## src/rtl/usb_frame_ctrl.sv

```systemverilog
// usb_frame_ctrl: frame-level sequencer for the USB byte reader.
// Hunts for a sync byte, parses cmd/len/payload/checksum frames, writes the
// payload into an external buffer and holds the reader while a good frame
// waits for the consumer's acknowledge.
module usb_frame_ctrl #(
  parameter logic [7:0] SYNC_BYTE = 8'hA5,
  parameter int         MAX_LEN   = 64,
  parameter int         ADDR_W    = 6,
  parameter int         TIMEOUT   = 1000000,
  parameter int         TO_W      = 20
) (
  input  logic              clk,
  input  logic              reset,
  input  logic [7:0]        byte_in,
  input  logic              byte_valid,
  output logic              hold,
  output logic              wr_en,
  output logic [ADDR_W-1:0] wr_addr,
  output logic [7:0]        wr_data,
  output logic              frame_valid,
  output logic [7:0]        frame_cmd,
  output logic [7:0]        frame_len,
  input  logic              frame_ack,
  output logic              frame_err,
  output logic [1:0]        err_code,
  output logic [7:0]        sync_miss,
  output logic              busy,
  output logic [2:0]        state
);

  typedef enum logic [2:0] {
    S_IDLE    = 3'd0,
    S_CMD     = 3'd1,
    S_LEN     = 3'd2,
    S_PAYLOAD = 3'd3,
    S_CSUM    = 3'd4,
    S_DONE    = 3'd5
  } state_t;

  localparam logic [7:0]      MAX_LEN_B = 8'(MAX_LEN);
  localparam logic [TO_W-1:0] TO_LAST   = TO_W'(TIMEOUT - 1);

  localparam logic [1:0] ERR_CSUM = 2'd1;
  localparam logic [1:0] ERR_LEN  = 2'd2;
  localparam logic [1:0] ERR_TO   = 2'd3;

  state_t          state_q, state_d;
  logic            accept;
  logic            timed;
  logic            to_expire;
  logic [TO_W-1:0] to_cnt;
  logic [7:0]      sum;
  logic [7:0]      idx;
  logic [7:0]      csum_chk;
  logic            err_d;
  logic [1:0]      code_d;
  logic            wr_d;
  logic            miss_d;

  // Saturating increment for the discarded-byte counter.
  function automatic logic [7:0] sat_inc8(input logic [7:0] v);
    return (v == 8'hFF) ? v : v + 8'd1;
  endfunction

  // The registered hold gates the strobe, so bytes offered while held vanish.
  assign accept    = byte_valid & ~hold;
  assign timed     = (state_q == S_CMD) || (state_q == S_LEN) ||
                     (state_q == S_PAYLOAD) || (state_q == S_CSUM);
  assign to_expire = timed && !accept && (to_cnt == TO_LAST);
  assign csum_chk  = sum + byte_in;
  assign state     = state_q;

  // State register.
  always_ff @(posedge clk) begin
    if (reset) state_q <= S_IDLE;
    else       state_q <= state_d;
  end

  // Next-state decode plus the one-cycle events (error, write, sync miss).
  always_comb begin
    state_d = state_q;
    err_d   = 1'b0;
    code_d  = 2'd0;
    wr_d    = 1'b0;
    miss_d  = 1'b0;
    case (state_q)
      S_IDLE: begin
        if (accept) begin
          if (byte_in == SYNC_BYTE) state_d = S_CMD;
          else                      miss_d  = 1'b1;
        end
      end
      S_CMD: begin
        if (accept)         state_d = S_LEN;
        else if (to_expire) begin err_d = 1'b1; code_d = ERR_TO; end
      end
      S_LEN: begin
        if (accept) begin
          if (byte_in > MAX_LEN_B)  begin err_d = 1'b1; code_d = ERR_LEN; end
          else if (byte_in == 8'd0) state_d = S_CSUM;
          else                      state_d = S_PAYLOAD;
        end else if (to_expire) begin
          err_d = 1'b1; code_d = ERR_TO;
        end
      end
      S_PAYLOAD: begin
        if (accept) begin
          wr_d = 1'b1;
          if (idx + 8'd1 == frame_len) state_d = S_CSUM;
        end else if (to_expire) begin
          err_d = 1'b1; code_d = ERR_TO;
        end
      end
      S_CSUM: begin
        if (accept) begin
          if (csum_chk == 8'd0) state_d = S_DONE;
          else                  begin err_d = 1'b1; code_d = ERR_CSUM; end
        end else if (to_expire) begin
          err_d = 1'b1; code_d = ERR_TO;
        end
      end
      S_DONE: begin
        if (frame_ack) state_d = S_IDLE;
      end
      default: state_d = S_IDLE;
    endcase
    if (err_d) state_d = S_IDLE;
  end

  // Registered outputs, frame fields, running checksum, index and timeout.
  always_ff @(posedge clk) begin
    if (reset) begin
      hold        <= 1'b0;
      wr_en       <= 1'b0;
      wr_addr     <= '0;
      wr_data     <= 8'd0;
      frame_valid <= 1'b0;
      frame_cmd   <= 8'd0;
      frame_len   <= 8'd0;
      frame_err   <= 1'b0;
      err_code    <= 2'd0;
      sync_miss   <= 8'd0;
      busy        <= 1'b0;
      to_cnt      <= '0;
      sum         <= 8'd0;
      idx         <= 8'd0;
    end else begin
      hold        <= (state_d == S_DONE);
      frame_valid <= (state_d == S_DONE);
      busy        <= (state_d != S_IDLE);
      wr_en       <= wr_d;
      frame_err   <= err_d;
      if (err_d)  err_code  <= code_d;
      if (miss_d) sync_miss <= sat_inc8(sync_miss);

      if (accept || !timed || to_expire) to_cnt <= '0;
      else                               to_cnt <= to_cnt + 1'b1;

      if (accept) begin
        case (state_q)
          S_CMD: begin
            frame_cmd <= byte_in;
            sum       <= byte_in;
          end
          S_LEN: begin
            frame_len <= byte_in;
            sum       <= sum + byte_in;
            idx       <= 8'd0;
          end
          S_PAYLOAD: begin
            wr_addr <= idx[ADDR_W-1:0];
            wr_data <= byte_in;
            sum     <= sum + byte_in;
            idx     <= idx + 8'd1;
          end
          default: ;
        endcase
      end
    end
  end

endmodule

```

## config.mk

```make
export PLATFORM = sky130hd
export DESIGN_NAME = usb_frame_ctrl
export DESIGN_NICKNAME = d
export VERILOG_FILES = /design/src/rtl/usb_frame_ctrl.sv
export SDC_FILE = /design/constraint.sdc
export NUM_CORES = 1
export LEC_CHECK = 0
export ABC_AREA = 1
export BUFFER_PORTS_ARGS = -buffer_cell sky130_fd_sc_hd__buf_2
export CORE_ASPECT_RATIO = 1.2
export CORE_MARGIN = 3
export CORE_UTILIZATION = 40
export CTS_BUF_LIST = sky130_fd_sc_hd__clkbuf_8
export DETAILED_ROUTE_END_ITERATION = 6
export HOLD_SLACK_MARGIN = 0.1
export PLACE_DENSITY = 0.7
export SYNTH_ARGS = -nofsm -noshare
export SYNTH_HDL_FRONTEND = slang
export SYNTH_SLANG_ARGS = --single-unit
```

## constraint.sdc

```tcl
create_clock -name clk -period 4.6 [get_ports clk]
set_input_delay 0.92 -clock clk [delete_from_list [all_inputs] [get_ports clk]]
set_output_delay 0.92 -clock clk [all_outputs]
set_load 0.01 [all_outputs]
```

Word-level counts from Yosys, hierarchy flattened
Cells that the tools add are included.

Output and inout port bits: 48. Register bits after elaboration: 83. Input port bits: 12. Word-level logic and storage cells: 91.

Magnitude comparators: 1. Reduce and logical (&&, ||, !) cells: 25. Bitwise logic cells: 4. Add/sub/neg operators: 4. Equal/unequal tests: 10. Mux-type cells: 33.

Operator list (count): $mux W3 (12); $pmux W8 S2 (2); $add A20 B1 Y20 const B (1); $eq A20 B20 Y1 const B (1); $pmux W3 S6 (1); $add A8 B1 Y8 const B (2); $eq A8 B8 Y1 const B (2); $logic_not A8 Y1 (2); $reduce_and A2 Y1 (6); $mux W1 (11); $mux W2 (5); $eq A3 B3 Y1 const B (3); $add A8 B8 Y8 (1); $eq A8 B8 Y1 (1); $gt A8 B7 Y1 const B (1); $reduce_or A2 Y1 (4); $eq A3 B2 Y1 const B (2); $pmux W2 S3 (1); $logic_or A1 B1 Y1 (5); $reduce_bool A2 Y1 (2); $eq A3 B1 Y1 const B (1); $logic_not A3 Y1 (1); $not A1 Y1 (3); $pmux W1 S3 (1); 4 further kinds (6).

Logic depth before layout (Yosys ltp)
Gate-level depths: netlist (run 1).

Word-level depth: 11. Gate-level depth with buffers: 15. Depth with buffers taken out: 15.

Worst setup path before layout (run 1)
No wires, ideal clock.

Kind: input port to flip-flop. From: in byte_in[0]. To: reg frame_valid. Path buffers: 0. Arrival time: 2.488 ns. Setup slack: 2.047 ns. Stages: 15. Library setup time: 0.064 ns. Cells stage by stage: ha_1 -> fa_1 -> nand2_1 -> nand2_1 -> nand3_2 -> nand2_1 -> nand2_1 -> nand2_1 -> nor2_2 -> nand2_1 -> nand2_2 -> nand2_4 -> nor2_8 -> nand3_2 -> nor2_1.

Longest elaborated chain between the ends: 7.

RTL lines: from (decl) (RTL line 14) `input logic [7:0] byte_in,`; $add A8 B8 Y8 or $logic_not A8 Y1 (tied branches) (RTL line 70, 100); $logic_not A8 Y1 or $mux W3 (tied branches) (RTL line 116, 100); $mux W3 (tied with other cells) (RTL line 116) `if (csum_chk == 8'd0) state_d = S_DONE;`; $mux W3 (tied with other cells) (RTL line 115) `if (accept) begin`; $pmux W3 S6 or $pmux W1 S3 (tied branches) (RTL line 86) `case (state_q)`; $mux W3 (*) (RTL line 127) `if (err_d) state_d = S_IDLE;`; $eq A3 B3 Y1 (*) (RTL line 149) `frame_valid <= (state_d == S_DONE);`; to (signal assigned) (RTL line 149); to (decl) (RTL line 20) `output logic frame_valid,`.

Mark *: on every way between the ends. The rest lies on a longest branch, timed or not. A chain may end at the register's enable or synchronous reset.

Worst setup path after layout (run 1)
Same ends and word-level chain as after synthesis.

==> impl_metrics.py, run 1 <==
metrics = {
    "layout": {
        "nets": 670,
        "layout-drive-gt1-share_pct": 18.6,
        "num_antenna_cells": 0,
        "regArea_mm2": 0.00166,
        "final_cells": 778,
        "num-fill-cells": 1043,
        "area_delta_synth_final_pct": 13.5,
        "final_common_cell": "nand2_1",
        "multi_input_area_mm2": 0.00222,
        "final_cell_mix": "nand2_1, dfxtp_1, inv_1, nor2_1, buf_2",
    },
    "cts": {
        "clock_sinks": 83,
        "clk_pin_slew_ps": 80,
        "htreeDepth": 3,
        "clkLatencyLatePin_ps": 360,
        "clock-root-buffer": "clkbuf_8",
        "cts_tree": "built",
        "post_cts_hold_buffer_count": 0,
        "cts_resized": 0,
        "cts_made_buffers": 9,
        "clock_path_buffers": 2,
        "post_cts_buffers": 0,
    },
    "worst_setup_path": {
        "cp.arrival_ps": 2790,
        "worst_ep_required_time_ps": 4900,
        "cp.buffers_inverters": 1,
        "startpoint_type": "input port",
        "cpMostUsedCell": "nor2_1",
        "critPathMaxFanout": 5,
        "r2r_slack_ps": 2450,
        "worstSetupEndpointType": "flop",
        "path_delay_family": "simple AND/OR/NAND/NOR gates",
        "crit_chain": "buf_2, ha_1, fa_1, nor2_1, nand2_1, nor2_1, nand3_1, nor2_2, nand2_1, nand2_2, nand2_4, nor2_8, nand3_2, nor2_1",
        "path_depth": 14,
        "slowest_delay_ps": 460,
        "crit_type": "in2reg",
        "reg2reg_depth": 10,
        "slowest_stage": "fa_1",
    },
    "placement": {
        "io_buffers": 59,
        "dp_hpwl_um": 7470,
        "dpl.cell_count": 762,
        "gp_congestion": 0.893,
    },
    "global_routing": {
        "grt_max_degree": 47,
        "antenna_found_initial": 0,
        "grt-ovfl-total": 0,
        "grt_pass1_wl_um": 16800,
        "grtUsageTotal_pct": 17.1,
        "grt_pass1_vias": 3723,
    },
    "synthesis": {
        "avgSynthCellArea_um2": 7.18,
        "synth_warnings": 0,
        "ys_ff_latch": 83,
        "synth_top_cell_by_area": "dfxtp_1",
        "synth_fp_nets": 615,
        "synth_area_leaders": "dfxtp_1, nand2_1, a21oi_1",
        "yosysUniqueCellTypes": 44,
        "synth_top_area_share_pct": 39.1,
        "syn_area_mm2": 0.00425,
        "ys_seq_area_share_pct": 39.1,
        "syn-instance-count": 592,
    },
    "timing": {
        "finalSetupTns_ps": 0,
        "finClkSkew_ps": 10.6,
        "worst_slew_pin_slew_ps": 848,
        "timing.final.crit_share_pct": 54.2,
        "hold_viol_final": 0,
        "period_minus_slack_ps": 2490,
        "rsz0062_at_grt": "false",
        "hold_slack_ps": 462,
        "fmax_mhz": 401,
        "slew-limit-headroom_pct": 43.2,
        "drv_slew": 0,
        "setup_viol": 0,
    },
    "pwr": {
        "vdd_drop_max_v": 0.000119,
        "p_leak_nw": 2.14,
        "power_density_mw_per_mm2": 270,
        "power_mw": 1.30,
    },
    "hold_path": {
        "hold_depth": 1,
        "hold_class": "reg2reg",
    },
    "route": {
        "routed_wl_um": 10000,
        "routed-via-count": 3973,
        "drtIter0Drc": 194,
        "firstDrtPassIters": 5,
        "drcViolationCount": 0,
        "drt-wirelength-per-cell_um": 12.9,
        "via_per_inst": 5.11,
        "final_antenna_net_count": 0,
    },
    "flow_run": {
        "maxCapViolCount": 0,
    },
    "floorplanning": {
        "core_area_mm2": 0.0102,
        "start_util_pct": 41.7,
        "die_y_um": 119,
        "die_x_um": 100,
        "rows": 40,
        "die-area_mm2": 0.0119,
        "ios": 60,
    },
    "run_status": {
        "status": "finished, final reports clean",
    },
}
==> metrics by stage <==
| stage | instance area, um2 | worst slack (ps) | util [%] |
|---|---|---|---|
| 6_report | 4830 | 2110 | 47.3 |
| 4_1_cts | 4830 | 2120 | 47.3 |
| 3_5_place_dp | 4630 | 1750 | 45.4 |
| 3_3_place_gp | 4630 | 1780 | 45.4 |
| 2_1_floorplan | 4250 | 2050 | - |
| 5_1_grt | 4830 | 1860 | 47.3 |
==> registers in the layout, indices dropped and copies added (netlist names) <==
signal / cells
wr_data: 8
to_cnt: 20
busy: 1
wr_en: 1
sync_miss: 8
state: 3
frame_valid: 1
err_code: 2
idx: 8
frame_cmd: 8
frame_err: 1
wr_addr: 6
sum: 8
frame_len: 8
==> path summary, 6_finish.rpt <==
path / startpoint / to
setup / recovery: byte_in[0] / frame_valid
hold / removal: to_cnt[0] / to_cnt[0]
setup reg to reg: state[1] / idx[3]
hold reg to reg: to_cnt[0] / to_cnt[0]
==> cell usage after synthesis (all sizes together) <==
master and instances:
a211oi 2, a21oi 55, a221oi 1, a22oi 1
a31oi 2, buf 10, clkbuf 6, dfxtp 83
fa 1, ha 10, inv 78, nand2 108
nand3 51, nand3b 2, nand4 11, nor2 83
nor3 10, nor3b 4, nor4 2, o21a 1
o21ai 45, o21bai 2, o31ai 3, o32ai 3
or2 5, xnor2 3, xor2 10
==> final cells by class <==
cell class	count	area share, %
sequential	83	34.4
timing repair buffer	60	6.27
multi-input combinational	415	45.9
inverter	78	6.07
clock inverter	6	1.19
tap	126	3.27
clock buffer	10	2.85
==> power breakdown <==
part           switching (mW)  internal (mW)
sequential            0.00163          0.720
combinational          0.0402         0.0173
clock                   0.262          0.261
total                   0.304          0.998
==> metal layers <==
layer | track usage [%] | vias up | wire length (um)
met5 | 0 | - | 0
met4 | 6.66 | 0 | 143
met3 | 3.40 | 9 | 644
met2 | 27.6 | 97 | 4780
met1 | 22.3 | 1814 | 4470
li1 | - | 2053 | -
==> cells by family (layout without fill, tap and decap cells) <==
kind of cell | count (synthesis) | after routing | share of synthesized area, %
AOI/OAI and AO/OA | 115 | 115 | 14.7
xor gates and xnor gates | 13 | 13 | 2.68
adders and majority gates | 11 | 11 | 3.41
buffers and inverters | 94 | 154 | 8.80
DFF | 83 | 83 | 39.1
and+or+nand+nor | 276 | 276 | 31.4
Note: power is estimated with default switching activity, not from simulation.
==> run 2: changes to the inputs <==
--- a/config.mk
+++ b/config.mk
@@ -13,7 +13,7 @@
 export CTS_BUF_LIST = sky130_fd_sc_hd__clkbuf_8
 export DETAILED_ROUTE_END_ITERATION = 6
 export HOLD_SLACK_MARGIN = 0.1
-export PLACE_DENSITY = 0.7
+export PLACE_DENSITY = 0.72
 export SYNTH_ARGS = -nofsm -noshare
 export SYNTH_HDL_FRONTEND = slang
 export SYNTH_SLANG_ARGS = --single-unit
==> constraint.sdc (replaced) <==
create_clock -name clk -period 2 [get_ports clk]
set_input_delay 0.4 -clock clk [delete_from_list [all_inputs] [get_ports clk]]
set_output_delay 0.4 -clock clk [all_outputs]
set_load 0.01 [all_outputs]
==> run 2 against run 1 <==
  * The flow now finishes with violations (setup timing)
  * Highest routed layer unchanged
  * Combinational power grew to 2.8 times the previous value
  * Worst setup slack lost 2200 ps
  * Non-clock buffer count grew 32
  * Sequential cell count is the same
  * Via count grew 4.2%
  * Sequential share of layout area shrank 2.1 points
  * Utilization grew 3.2 points
  * Global-route usage grew 1.4 points
==> impl_metrics.py, run 2 (same netlist as run 1, synthesis figures left out) <==
metrics = {
    "cts": {
        "post_cts_hold_buffer_count": 0,
        "clock_path_buffers": 2,
        "cts_made_buffers": 9,
        "clock-root-buffer": "clkbuf_8",
        "clk_pin_slew_ps": 90,
        "clock_sinks": 83,
        "clkLatencyLatePin_ps": 360,
        "cts_tree": "built",
        "htreeDepth": 3,
    },
    "route": {
        "final_antenna_net_count": 0,
        "routed_wl_um": 10600,
        "drcViolationCount": 0,
        "via_per_inst": 5.11,
        "firstDrtPassIters": 5,
        "drt-wirelength-per-cell_um": 13.1,
        "drtIter0Drc": 305,
        "routed-via-count": 4138,
    },
    "timing": {
        "setup_viol": 6,
        "worst_slew_pin_slew_ps": 428,
        "fmax_mhz": 489,
        "slew-limit-headroom_pct": 71.5,
        "finClkSkew_ps": 12.6,
        "layout_setup_ws_ps": -46.6,
        "hold_viol_final": 0,
        "rsz0062_at_grt": "true",
        "period_minus_slack_ps": 2050,
        "finalSetupTns_ps": -203,
        "drv_slew": 0,
        "timing.final.crit_share_pct": 102,
    },
    "worst_setup_path": {
        "worst_ep_required_time_ps": 2290,
        "r2r_slack_ps": -50,
        "critPathMaxFanout": 5,
        "startpoint_type": "flop",
        "crit_type": "reg2reg",
        "worstSetupEndpointType": "flop",
        "cp.arrival_ps": 2330,
    },
    "placement": {
        "dpl.cell_count": 793,
        "place_area_mm2": 0.00487,
        "dp_hpwl_um": 8090,
        "io_buffers": 59,
        "gp_congestion": 0.901,
    },
    "floorplanning": {
        "rows": 40,
        "ios": 60,
        "start_util_pct": 41.7,
        "die_x_um": 100,
        "die_y_um": 119,
        "core_area_mm2": 0.0102,
        "die-area_mm2": 0.0119,
    },
    "layout": {
        "final_area_mm2": 0.00515,
        "multi_input_area_mm2": 0.00227,
        "final_cells": 809,
        "top_register": "to_cnt",
        "regArea_mm2": 0.00166,
        "final_common_cell": "nand2_1",
        "num_antenna_cells": 0,
        "final_cell_mix": "nand2_1, dfxtp_1, inv_1, nor2_1, buf_2",
        "largest_register_ffs": 20,
        "num-fill-cells": 972,
        "area_delta_synth_final_pct": 21.1,
        "nets": 702,
        "layout-drive-gt1-share_pct": 24.0,
    },
    "hold_path": {
        "hold_class": "in2reg",
    },
    "global_routing": {
        "grt-ovfl-total": 0,
        "grtUsageTotal_pct": 18.5,
        "grt_max_degree": 47,
        "antenna_found_initial": 0,
        "grt_pass1_wl_um": 18300,
        "grt_pass1_vias": 4040,
    },
    "pwr": {
        "vdd_drop_max_v": 0.000263,
        "power_mw": 3.18,
        "power_density_mw_per_mm2": 617,
        "p_leak_nw": 2.33,
    },
    "run_status": {
        "violations": "setup timing",
        "status": "finished, violations left",
    },
    "flow_run": {
        "maxCapViolCount": 0,
    },
}
run 2: cell types whose count changed in the layout (fill, tap and decap cells not counted), moves of 2 or more:
| cell | change |
|---|---|
| buf_4 | +32 |
| nand3_1 | -4 |
| nand3_2 | +3 |
| clkinvlp_4 | -2 |
| inv_1 | -2 |
| nor2_1 | -2 |
| nor2_2 | +2 |
run 2: per-layer routing:
layer,up-vias,track usage [%],share of wire [%]
li1,2117,-,-
met1,1907,23.6,45
met2,99,30.2,48
met3,15,4.16,5.3
met4,0,6.82,1.5
met5,-,0,0
run 2: worst paths after layout:
path                            cells after the start        start           to
worst min-delay path                                3   byte_in[1]       sum[1]
worst max register to register                     15       sum[0]  frame_valid
worst max-delay path                               15       sum[0]  frame_valid
worst min register to register                      2  err_code[0]  err_code[0]
run 2: report_power, final:
group | switching [mW] | internal (mW)
logic | 0.0994 | 0.0629
registers | 0.00379 | 1.66
clock network | 0.593 | 0.765
run 2: cell type report:
type / count / share of cell area, %
clock inverter: 4 / 1.43
timing repair buffer: 92 / 10.5
inverter: 78 / 5.69
multi-input combinational: 415 / 44.0
clock buffer: 11 / 2.94
tap: 126 / 3.06
sequential: 83 / 32.3
run 2: critical path: stages, from the launching register on:
cell and delay, ps:
dfxtp_2 340, ha_4 160, fa_2 370, nand2_1 80
nand2_1 80, nand3_2 70, nand2_1 50, nand2_1 50
nand2_1 70, nor2_2 140, nand2_1 90, nand2_2 80
nand2_4 70, nor2_8 130, nand3_4 100, nor2_2 100
run 2: repair_timing:
item                       CTS  global route
buffers inserted             1             0
setup endpoints to repair    8             8
pin swaps                    6             3
resized for setup            6             5
run 2: per-stage QoR:
stage,utilization (%),setup slack (ps),hold WS (ps)
6_report,50.4,-46.6,360
4_1_cts,50.3,-102,345
2_1_floorplan,-,3.24,429
5_1_grt,50.4,-236,358
3_3_place_gp,47.7,-255,441
3_5_place_dp,47.7,-319,459
==> run 3: changes to the inputs <==
--- a/config.mk
+++ b/config.mk
@@ -9,11 +9,11 @@
 export BUFFER_PORTS_ARGS = -buffer_cell sky130_fd_sc_hd__buf_2
 export CORE_ASPECT_RATIO = 1.2
 export CORE_MARGIN = 3
-export CORE_UTILIZATION = 40
+export CORE_UTILIZATION = 54
 export CTS_BUF_LIST = sky130_fd_sc_hd__clkbuf_8
 export DETAILED_ROUTE_END_ITERATION = 6
 export HOLD_SLACK_MARGIN = 0.1
-export PLACE_DENSITY = 0.72
+export PLACE_DENSITY = 0.9
 export SYNTH_ARGS = -nofsm -noshare
 export SYNTH_HDL_FRONTEND = slang
 export SYNTH_SLANG_ARGS = --single-unit
==> run 3 against run 2 <==
  * The run still ends with setup timing left
  * Via count up 6.8%
  * Sequential cell count did not move
  * Clock-buffer cell count unchanged
  * Final cell count fell by 4.1%
  * Critical path depth stayed put
  * Non-clock buffer count rose by 2
  * Total power decreased by 5.6%
  * Clock skew down 1.4 ps
  * Sequential share of layout area grew 0.22 points
  * Hold slack better by 6.8 ps
  * Largest cell class unchanged
==> impl_metrics.py, run 3 (same netlist as run 1, synthesis figures left out) <==
metrics = {
    "pwr": {
        "intPower_mw": 2.24,
        "p_clk_share_pct": 38.8,
        "seqPwrFrac_pct": 55.3,
        "power_density_mw_per_mm2": 587,
        "swShare_pct": 25.2,
        "power_mw": 3.00,
        "p_comb_share_pct": 5.9,
        "vdd_drop_max_v": 0.000395,
        "power.switching_mw": 0.757,
        "p_leak_nw": 2.32,
    },
    "layout": {
        "nets": 704,
        "largest_register_ffs": 20,
        "num_antenna_cells": 0,
        "area_delta_synth_final_pct": 20.3,
        "final_cells": 776,
        "final_area_mm2": 0.00511,
        "top_register": "to_cnt",
        "final_common_cell": "nand2_1",
        "final_cell_mix": "nand2_1, dfxtp_1, inv_1, nor2_1, buf_2",
        "layout-drive-gt1-share_pct": 25.1,
        "num-fill-cells": 582,
    },
    "worst_setup_path": {
        "worstSetupEndpointType": "flop",
        "r2r-end": "err_code[1]",
        "r2r_slack_ps": -160,
        "worst_ep_required_time_ps": 2300,
        "path_delay_family": "simple AND/OR/NAND/NOR gates",
        "cpMostUsedCell": "nand2_1",
        "cp.buffers_inverters": 0,
        "cp.arrival_ps": 2460,
        "crit_type": "reg2reg",
        "reg2reg_from": "sum[0]",
        "reg2reg_depth": 15,
        "crit_chain": "ha_4, fa_2, nand2_1, nand2_1, nand3_2, nand2_1, nand2_1, nand2_1, nor2_2, nand2_1, nand2_2, nand2_4, nor2_8, nand2_2, a21oi_2",
        "slowest_delay_ps": 370,
        "path_depth": 15,
        "startpoint_type": "flop",
        "slowest_stage": "fa_2",
        "critPathMaxFanout": 5,
    },
    "placement": {
        "dp_hpwl_um": 8160,
        "place_area_mm2": 0.00483,
        "io_buffers": 59,
        "gp_congestion": 0.924,
        "dpl.cell_count": 758,
    },
    "route": {
        "via_per_inst": 5.70,
        "drtIter0Drc": 383,
        "routed-via-count": 4420,
        "routed_wl_um": 11900,
        "drcViolationCount": 0,
        "final_antenna_net_count": 0,
        "drt-wirelength-per-cell_um": 15.3,
        "firstDrtPassIters": 6,
    },
    "cts": {
        "clock-root-buffer": "clkbuf_8",
        "clock_path_buffers": 2,
        "post_cts_hold_buffer_count": 0,
        "clock_sinks": 83,
        "clk_pin_slew_ps": 90,
        "cts_made_buffers": 9,
        "cts_tree": "built",
        "htreeDepth": 3,
        "clkLatencyLatePin_ps": 370,
    },
    "global_routing": {
        "grt_pass1_vias": 4330,
        "grt_pass1_wl_um": 19300,
        "grt-ovfl-total": 0,
        "antenna_found_initial": 0,
        "grtUsageTotal_pct": 27.1,
        "grt_max_degree": 47,
    },
    "timing": {
        "slew-limit-headroom_pct": 70.1,
        "setup_viol": 8,
        "hold_viol_final": 0,
        "fmax_mhz": 463,
        "finalSetupTns_ps": -981,
        "drv_slew": 0,
        "finClkSkew_ps": 11.2,
        "layout_setup_ws_ps": -160,
        "timing.final.crit_share_pct": 108,
        "worst_slew_pin_slew_ps": 449,
        "rsz0062_at_grt": "true",
        "period_minus_slack_ps": 2160,
    },
    "run_status": {
        "status": "finished, violations left",
        "violations": "setup timing",
    },
    "floorplanning": {
        "die_y_um": 103,
        "start_util_pct": 57.1,
        "die_x_um": 87.0,
        "die-area_mm2": 0.00898,
        "ios": 60,
        "rows": 34,
        "core_area_mm2": 0.00744,
    },
    "hold_path": {
        "hold_class": "in2reg",
        "hold_path_end": "sum[1]",
        "hold_start": "byte_in[1]",
        "hold_depth": 3,
    },
    "flow_run": {
        "maxCapViolCount": 0,
    },
}
## run 3: changes by cell type in the layout (fill, tap and decap cells not counted), sizes merged
cell	change
inv	+1
clkinvlp	+3
clkinv	-1
bufinv	-2
buf	+2
## run 3: final cells by class
class	instances	area (um2)	share of cell area, %
inverters	78	293	5.72
clock buffers	11	151	2.96
well taps	90	113	2.20
multi-input cells	415	2300	45.0
clock inverters	5	36.3	0.709
flip-flops and latches	83	1660	32.5
repair buffers	94	558	10.9
## run 3: worst max path at each step
stage	from	to	slack, ps
finish	sum[0]	err_code[1]	-160
global route	sum[0]	err_code[1]	-270
CTS	sum[0]	frame_valid	-60
detailed placement	byte_in[0]	busy	-290
global placement	byte_in[0]	frame_valid	-220
floorplan	byte_in[0]	frame_valid	3
## run 3: tightest hold or removal path, stage by stage
cell and delay, ps:
buf_2 130, nand2_1 70, a31oi_1 80
## run 3: what timing repair did
action / CTS / global route
setup endpoints to repair: 8 / 11
pin swaps: 9 / 4
resized for setup: 9 / 11
buffers inserted: 1 / 1
## run 3: stage by stage
| stage | utilization, % | setup WS [ps] | hold WS (ps) |
|---|---|---|---|
| finish | 68.7 | -160 | 367 |
| global route | 68.7 | -266 | 369 |
| CTS | 68.1 | -57.1 | 361 |
| detailed placement | 64.9 | -286 | 471 |
| global placement | 64.9 | -219 | 443 |
| floorplan | - | 3.24 | 429 |
## run 3: power by group through the flow
stage,Sequential (mW),Clock (mW),Combinational [mW]
global placement,1.70,0,0.158
CTS,1.66,1.17,0.168
global route,1.66,1.25,0.192
finish,1.66,1.17,0.176
detailed placement,1.70,0,0.164
floorplan,1.70,0,0.0813
## run 3: metal layers
layer | routed length (um) | track usage, % | vias to the layer above
met5 | 0 | 0 | -
met4 | 426 | 14.4 | 0
met3 | 1030 | 6.97 | 54
met2 | 5960 | 46.2 | 222
met1 | 4480 | 31.2 | 2023
li1 | - | - | 2121
